$ cat config.mk
export PLATFORM = sky130hd
export DESIGN_NAME = float_copro_ctrl
export DESIGN_NICKNAME = d
export VERILOG_FILES = /design/src/rtl/float_copro_pkg.sv /design/src/rtl/float_copro_dp.sv /design/src/rtl/float_copro_ctrl.sv
export SDC_FILE = /design/constraint.sdc
export NUM_CORES = 2
export LEC_CHECK = 0
export BUFFER_PORTS_ARGS = -buffer_cell sky130_fd_sc_hd__buf_2
export CELL_PAD_IN_SITES_DETAIL_PLACEMENT = 1
export CELL_PAD_IN_SITES_GLOBAL_PLACEMENT = 2
export CORE_ASPECT_RATIO = 1.4
export CORE_UTILIZATION = 39
export DETAILED_ROUTE_END_ITERATION = 8
export GPL_TIMING_DRIVEN = 0
export MAX_ROUTING_LAYER = met4
export PLACE_DENSITY = 0.83
export SYNTH_ARGS = -nofsm -noshare
export SYNTH_HDL_FRONTEND = slang
export SYNTH_SLANG_ARGS = --single-unit
$ cat constraint.sdc
create_clock -name clk_i -period 9.97 [get_ports clk_i]
set_clock_uncertainty 0.05 [all_clocks]
set_input_delay 0.997 -clock clk_i [delete_from_list [all_inputs] [get_ports clk_i]]
set_output_delay 0.997 -clock clk_i [all_outputs]
set_load 0.02 [all_outputs]
$ cat src/rtl/float_copro_pkg.sv
// Shared types and constants for the floating-point coprocessor sequencer and datapath.
package float_copro_pkg;

  localparam int unsigned OPCODE_W    = 11;
  localparam int unsigned CNT_W       = 16;
  localparam int unsigned DEF_ADD_LAT = 2;
  localparam int unsigned DEF_SUB_LAT = 2;
  localparam int unsigned DEF_MUL_LAT = 4;

  typedef enum logic [OPCODE_W-1:0] {
    OP_ADD = 11'd0,
    OP_SUB = 11'd1,
    OP_MUL = 11'd2
  } opcode_t;

  typedef enum logic [1:0] {
    IDLE,
    EXEC,
    RESP,
    DRAIN
  } state_t;

endpackage

$ cat src/rtl/float_copro_dp.sv
// Combinational coprocessor datapath: 32-bit wrap-around add, subtract and low-half multiply.
module float_copro_dp
  import float_copro_pkg::*;
(
  input  opcode_t     opcode_i,
  input  logic [31:0] operand_a_i,
  input  logic [31:0] operand_b_i,
  output logic [31:0] result_o
);

  always_comb begin
    result_o = '0;
    case (opcode_i)
      OP_ADD:  result_o = operand_a_i + operand_b_i;
      OP_SUB:  result_o = operand_a_i - operand_b_i;
      OP_MUL:  result_o = operand_a_i * operand_b_i;
      default: result_o = '0;
    endcase
  end

endmodule

$ cat src/rtl/float_copro_ctrl.sv
// Sequencer between the LM32 user-instruction port and float_copro_dp.
// Optional completed-operation counter enabled by FLOAT_COPRO_OPCOUNT_EN.
module float_copro_ctrl
  import float_copro_pkg::*;
#(
  parameter int unsigned ADD_LAT = DEF_ADD_LAT,
  parameter int unsigned SUB_LAT = DEF_SUB_LAT,
  parameter int unsigned MUL_LAT = DEF_MUL_LAT
) (
  input  logic                clk_i,
  input  logic                rst_i,
  input  logic                user_valid,
  input  logic [OPCODE_W-1:0] user_opcode,
  input  logic [31:0]         user_operand_0,
  input  logic [31:0]         user_operand_1,
  output logic [31:0]         user_result,
  output logic                user_complete,
  output logic                user_error,
  output logic                busy,
  output logic [31:0]         op_count
);

  state_t      state_q, state_d;
  logic [CNT_W-1:0] cnt_q, cnt_d;
  opcode_t     opcode_q, opcode_d;
  logic [31:0] op0_q, op0_d;
  logic [31:0] op1_q, op1_d;
  logic [31:0] result_q, result_d;
  logic        err_q, err_d;
  logic [31:0] dp_result;

  float_copro_dp u_dp (
    .opcode_i    (opcode_q),
    .operand_a_i (op0_q),
    .operand_b_i (op1_q),
    .result_o    (dp_result)
  );

  always_comb begin
    state_d  = state_q;
    cnt_d    = cnt_q;
    opcode_d = opcode_q;
    op0_d    = op0_q;
    op1_d    = op1_q;
    result_d = result_q;
    err_d    = err_q;
    case (state_q)
      IDLE: begin
        if (user_valid) begin
          opcode_d = opcode_t'(user_opcode);
          op0_d    = user_operand_0;
          op1_d    = user_operand_1;
          err_d    = 1'b0;
          state_d  = EXEC;
          case (opcode_t'(user_opcode))
            OP_ADD: cnt_d = CNT_W'(ADD_LAT - 1);
            OP_SUB: cnt_d = CNT_W'(SUB_LAT - 1);
            OP_MUL: cnt_d = CNT_W'(MUL_LAT - 1);
            default: begin
              // Illegal opcodes bypass the datapath and answer on the next cycle.
              result_d = '0;
              err_d    = 1'b1;
              state_d  = RESP;
            end
          endcase
        end
      end
      EXEC: begin
        if (cnt_q == '0) begin
          result_d = dp_result;
          state_d  = RESP;
        end else begin
          cnt_d = cnt_q - CNT_W'(1);
        end
      end
      RESP:    state_d = user_valid ? DRAIN : IDLE;
      DRAIN:   if (!user_valid) state_d = IDLE;
      default: state_d = IDLE;
    endcase
  end

  always_ff @(posedge clk_i) begin
    if (rst_i) begin
      state_q  <= IDLE;
      cnt_q    <= '0;
      opcode_q <= OP_ADD;
      op0_q    <= '0;
      op1_q    <= '0;
      result_q <= '0;
      err_q    <= 1'b0;
    end else begin
      state_q  <= state_d;
      cnt_q    <= cnt_d;
      opcode_q <= opcode_d;
      op0_q    <= op0_d;
      op1_q    <= op1_d;
      result_q <= result_d;
      err_q    <= err_d;
    end
  end

  assign user_result   = result_q;
  assign user_complete = (state_q == RESP);
  assign user_error    = (state_q == RESP) && err_q;
  assign busy          = (state_q == EXEC) || (state_q == RESP);

`ifdef FLOAT_COPRO_OPCOUNT_EN
  logic [31:0] op_count_q, op_count_d;

  always_comb begin
    op_count_d = op_count_q;
    if ((state_q == RESP) && !err_q) op_count_d = op_count_q + 32'd1;
  end

  always_ff @(posedge clk_i) begin
    if (rst_i) op_count_q <= '0;
    else       op_count_q <= op_count_d;
  end

  assign op_count = op_count_q;
`else
  assign op_count = '0;
`endif

endmodule

### After elaboration in Yosys (flattened, before gate mapping)

Index checks and enable logic that the tools add are counted.
Widths: inputs -> output; s select.

* flip-flop bits (word level): 126
* bits of input ports: 78
* output and inout port bits: 67
* logic and storage cells: 53

* $add $sub $neg: 3
* multiply operators: 1
* equal/unequal tests: 13
* multiplexer cells: 16
* reductions and logical operators: 13

Operator list (number)
* $mux 32: 3
* $pmux 32 s3: 1
* $pmux 16 s2: 2
* $pmux 32 s2: 1
* $add 32x32->32: 1
* $mul 32x32->32: 1
* $mux 16: 2
* $sub 32x32->32: 1
* $eq 11x1->1 const B: 2
* $eq 11x2->1 const B: 2
* $logic_not 11->1: 2
* $logic_not 16->1: 1
* $sub 16x1->16 const B: 1
* $mux 2: 5
* $ne 2x2->1 const B: 5
* $pmux 2 s4: 1
* $reduce_and 4->1: 2
* $eq 2x2->1 const B: 2
* $ne 3x2->1 const B: 1
* $reduce_and 3->1: 1
* $reduce_or 3->1: 1
* $eq 2x1->1 const B: 1
* $logic_not 2->1: 1
* $reduce_and 2->1: 1
* 5 further kinds: 5

### Depth between registers and ports, before layout

* word-level depth: 5
* mapped depth: 27
* mapped depth without buffers: 25

### Cells and area by module

A second synthesis with hierarchy kept.

* cells, all modules: 2733
* area total of the unflattened synthesis: 23341.1 sq um

By module, submodules not included
* float_copro_dp: times used 1, cells an instance 2078, area each 18099.9 sq um, sequential area each 0.0 sq um
* float_copro_ctrl: times used 1, cells an instance 655, area each 5241.3 sq um, sequential area each 2522.4 sq um

### Least setup slack after synthesis

OpenSTA, ideal clock, no wires.

* path kind: reg2reg
* start point: reg op1_q[5]
* end point: reg result_q[30] (netlist: user_result[30])
* library setup time: 0.133 ns
* data arrival time: 6.811 ns
* path slack: 2.976 ns
* cell stages (with the launch flop): 26
* path buffers: 3
* period minus slack after synthesis: 6.994 ns
* path through: dfxtp_1 > clkbuf_1 > clkbuf_1 > and2_1 > fa_1 > fa_1 > fa_1 > inv_1 > fa_1 > inv_1 > fa_1 > inv_1 > fa_1 > inv_1 > fa_1 > fa_1 > ha_1 > clkbuf_1 > a21o_1 > a21o_1 > a21oi_1 > o221ai_1 > a41o_1 > a311oi_1 > xor2_1 > o221ai_1

* word-level cells in the longest chain between the ends: 4

Ends and longest elaborated chain
* start, declared: RTL line float_copro_ctrl.sv:27 `logic [31:0] op1_q, op1_d;`
* start signal, assigned: RTL line float_copro_ctrl.sv:96 `op1_q <= op1_d;`
* $mul 32x32->32, or another cell as far along: RTL line float_copro_dp.sv:16 `OP_MUL: result_o = operand_a_i * operand_b_i;`
* $pmux 32 s3 *: RTL line float_copro_dp.sv:13 `case (opcode_i)`
* $mux 32 *: RTL line float_copro_ctrl.sv:69 `if (cnt_q == '0) begin`
* $pmux 32 s2 *: RTL line float_copro_ctrl.sv:47 `case (state_q)`
* end signal, assigned: RTL line float_copro_ctrl.sv:97 `result_q <= result_d;`
* end, declared: RTL line float_copro_ctrl.sv:28 `logic [31:0] result_q, result_d;`

Mark *: on every way between the ends. The rest lies on a longest branch, timed or not. The select of a mux whose other input is x is not followed.
A chain may end at the register's enable or synchronous reset.

### Final worst setup path

* start point: reg op0_q[4]
* end point: reg result_q[31] (netlist: user_result[31])

* word-level cells in the longest chain between the ends: 4

Ends and longest elaborated chain
* start, declared: RTL line float_copro_ctrl.sv:26 `logic [31:0] op0_q, op0_d;`
* start signal, assigned: RTL line float_copro_ctrl.sv:95 `op0_q <= op0_d;`
* $mul 32x32->32, or another cell as far along: RTL line float_copro_dp.sv:16
* $pmux 32 s3 *: RTL line float_copro_dp.sv:13
* $mux 32 *: RTL line float_copro_ctrl.sv:69
* $pmux 32 s2 *: RTL line float_copro_ctrl.sv:47

Marked as above.

==> run_results.csv <==
group,metric,value,unit
critical_path,critPathKind,"flip-flop to flip-flop",
final_layout,finalNonFillerCells,3582,
placement,dp.cells,3547,
job,drv_cap,0,
logic_synthesis,synth_ff_type,"dfxtp_1",
logic_synthesis,synth-seq-cells,126,
logic_synthesis,syn_avg_cell_area,8.62,um^2
run_status,status,"finished clean",
die,die_w,207,um
worst_hold_path,hold_class,"flip-flop to flip-flop",
route,drc_errors,0,
critical_path,crit-reg2reg-launch,"op0_q[4]$_SDFFE_PP0P_",
cts,clk_latency,0.44,ns
logic_synthesis,async_flop_share,0,
global_route,grt_pass1_wl,137,mm
global_route,grt_start_max_net_pins,17,
cts,post_cts_buffers,0,
logic_synthesis,synth_warnings,0,
timing,hold_ws,0.403,ns
critical_path,path_max_fanout,10,
die,die-area,0.0598,mm^2
route,wire_per_inst,26.0,um
cts,cts-root-buf,"clkbuf_16",
critical_path,critPathLaunchType,"flip-flop",
placement,port_buffers,112,
timing,maxSlewHeadroom,0.156,
route,drt_iter0_markers,941,
critical_path,cp_data_arrival_time,9.84,ns
final_layout,num-nets-final,3472,
critical_path,worst_setup_path_end_kind,"flip-flop",
global_route,antenna_found_initial,6,
timing,maxSlewViolCount,0,
timing,finalCriticalPeriod,9.52,ns
final_layout,area_delta_synth_final,9.52,%
critical_path,r2r-end,"user_result[31]$_SDFFE_PP0P_",
route,postRouteAntennaNets,0,
logic_synthesis,synth_edf_count,0,
cts,cts_max_level,4,
power,total_power,0.00448,W
route,vias,19390,
route,vias_per_cell,5.41,
critical_path,rr_worst_depth,23,
global_route,overflow,0,
power,p_per_area,178,mW/mm^2
global_route,grtUsageTotal,0.332,
die,std_cell_rows,104,
timing,rsz0062_at_grt,"false",
cts,cts_resized,0,
die,die_h,289,um
logic_synthesis,synth.distinct_cells,76,
timing,clock.fmax,105,MHz
timing,fin_tns_setup,0,ns
die,ios,145,
route,drt-pass1-iter-count,5,
power,p_leak,12.0,nW
cts,cts_made_buffers,17,
timing,fin_crit_sh,0.955,
critical_path,crit_start,"op0_q[4]$_SDFFE_PP0P_",
critical_path,regToRegSetupSlack,0.45,ns
die,start_util,0.397,
die,core_area,0.0578,mm^2
placement,dp.final_hpwl,76.3,mm
critical_path,critPathRequiredTime,10.29,ns
cts,postCtsHoldBufs,0,
placement,routabilityCongestion,0.975,
cts,clkTransAtPathRegs,0.07,ns
final_layout,final_layout_size_suffix_gt1_frac,0.0691,
logic_synthesis,seq_area_frac_synth,0.110,
timing,hold_violations,0,
cts,cts.path.max_buffers,2,
timing,tightest_slew,1.26,ns
worst_hold_path,hold_start,"user_result[5]$_SDFFE_PP0P_",
critical_path,crit_end,"user_result[31]$_SDFFE_PP0P_",
logic_synthesis,synthCells,2661,
timing,setup-violations-final,0,
power,ir_worst_vdd,0.000135,V
cts,cts_tree,"done",
cts,clkSinkCount,126,
route,wl,93.0,mm
logic_synthesis,syn_area,0.0229,mm^2
global_route,grt_pass1_vias,21674,
power breakdown:
group,total (W),switching [W],internal [W]
registers,0.000713,0.000131,0.000582
clock network,0.000617,0.000265,0.000351
logic,0.00315,0.00212,0.00103
cell usage in the layout (no fill, tap or decap), types with 4 or more instances in the layout:
cell / synthesis / layout
nand2_1: 419 / 419
fa_1: 409 / 409
inv_1: 396 / 396
and2_1: 312 / 312
ha_1: 161 / 161
clkbuf_1: 155 / 157
a21oi_1: 127 / 127
dfxtp_1: 126 / 126
buf_2: 0 / 112
xnor2_1: 89 / 89
nor2_1: 71 / 71
xor2_1: 63 / 63
o21ai_0: 40 / 40
buf_4: 32 / 33
conb_1: 1 / 32
a21o_1: 30 / 30
nor3_1: 21 / 21
a22oi_1: 20 / 20
clkbuf_16: 0 / 17
o31ai_1: 15 / 15
o22ai_1: 14 / 14
nand3_1: 13 / 13
a211oi_1: 12 / 12
o21a_1: 10 / 10
nand2b_1: 9 / 9
o21bai_1: 9 / 9
or3_1: 7 / 7
nor4_1: 7 / 6
a31oi_1: 6 / 6
nand4_1: 6 / 6
o211ai_1: 5 / 5
or4_1: 4 / 4
nor2b_1: 4 / 4
a22o_1: 4 / 4
clkinv_2: 0 / 4
clkinv_4: 0 / 4
per-stage QoR:
stage                      util  setup slack, ns  area [um^2]
after floorplan               -             2.98        23100
after global placement    0.425            0.732        24500
after detailed placement  0.425            0.692        24600
after CTS                 0.435            0.648        25100
after global routing      0.435            0.266        25100
final                     0.435            0.446        25100
worst max-delay path, cell delays in order (launching register included):
cell,delay [ns]
dfxtp_1,0.49
clkbuf_1,0.79
clkbuf_1,0.89
nand2_1,0.17
fa_1,0.40
inv_1,0.07
fa_1,0.41
inv_1,0.08
fa_1,0.45
fa_1,0.50
fa_1,0.54
inv_1,0.05
fa_1,0.49
fa_1,0.44
fa_1,0.63
ha_1,0.42
nand3_1,0.14
nor2_1,0.17
nand3_1,0.12
o211ai_1,1.02
a211oi_1,0.40
or3_1,0.43
a21o_1,0.20
o211ai_1,0.09
routing by layer:
layer / vias up / global-route usage / share of wire
met4: 0 / 0.236 / 0.083
met5: - / - / 0
met1: 9974 / 0.348 / 0.35
li1: 8490 / - / -
met2: 669 / 0.572 / 0.51
met3: 257 / 0.0400 / 0.051
synthesized netlist by cell type, types with 3 or more instances:
cell	count	area share
a31oi_1	6	0.0016
clkbuf_1	155	0.025
nand3_1	13	0.0028
inv_1	396	0.065
or4_1	4	0.0013
o31a_1	3	0.0011
or4_4	3	0.0015
nand2b_1	9	0.0025
nand4_1	6	0.0016
o21ai_0	40	0.0087
a22oi_1	20	0.0065
a21o_1	30	0.0098
fa_1	409	0.36
a211o_1	3	0.0011
a211oi_1	12	0.0039
o21bai_1	9	0.0029
o31ai_1	15	0.0049
dfxtp_1	126	0.11
a21oi_1	127	0.028
nor2b_1	4	0.0011
xor2_1	63	0.024
nor2_1	71	0.012
o211ai_1	5	0.0016
and2_1	312	0.085
a22o_1	4	0.0015
buf_4	32	0.010
xnor2_1	89	0.034
or3_1	7	0.0019
nand2_1	419	0.069
a32oi_1	3	0.0011
ha_1	161	0.088
o21a_1	10	0.0033
nor3_1	21	0.0046
or2_2	3	0.00082
a221oi_1	3	0.0011
a41o_1	3	0.0013
nor4_1	7	0.0019
o22ai_1	14	0.0038
state kept, by name (all words and copies together) (netlist names):
name / count
cnt_q: 16
err_q: 1
op0_q: 32
op1_q: 32
opcode_q: 11
state_q: 2
user_result: 32
worst min-delay path by stage:
stage | end | slack [ns] | cells past startpoint
final | user_result[5]$_SDFFE_PP0P_ | 0.40 | 2
after global routing | opcode_q[3]$_SDFFE_PP0P_ | 0.42 | 2
after CTS | user_result[5]$_SDFFE_PP0P_ | 0.41 | 2
after detailed placement | user_result[5]$_SDFFE_PP0P_ | 0.40 | 2
after global placement | opcode_q[10]$_SDFFE_PP0P_ | 0.40 | 2
after floorplan | opcode_q[4]$_SDFFE_PP0P_ | 0.39 | 2
final cells by class:
class	instances	area (um^2)
multi-input cells	1981	18200
well taps	742	928
plain buffers	189	837
diodes	3	7.51
clock inverters	12	111
repair buffers	113	568
inverters	396	1490
clock buffers	20	447
flip-flops and latches	126	2520
fillers	7070	32700
kinds of logic after synthesis:
group,count (synthesis),share of synthesized area
simple gates,893,0.191
mux,2,0.000927
buf+inv,585,0.101
other cells,1,0.000163
fa+ha+maj,570,0.445
compound gates,331,0.0932
xor+xnor,153,0.0590
flops,126,0.110
(Power assumes the default switching activity.)
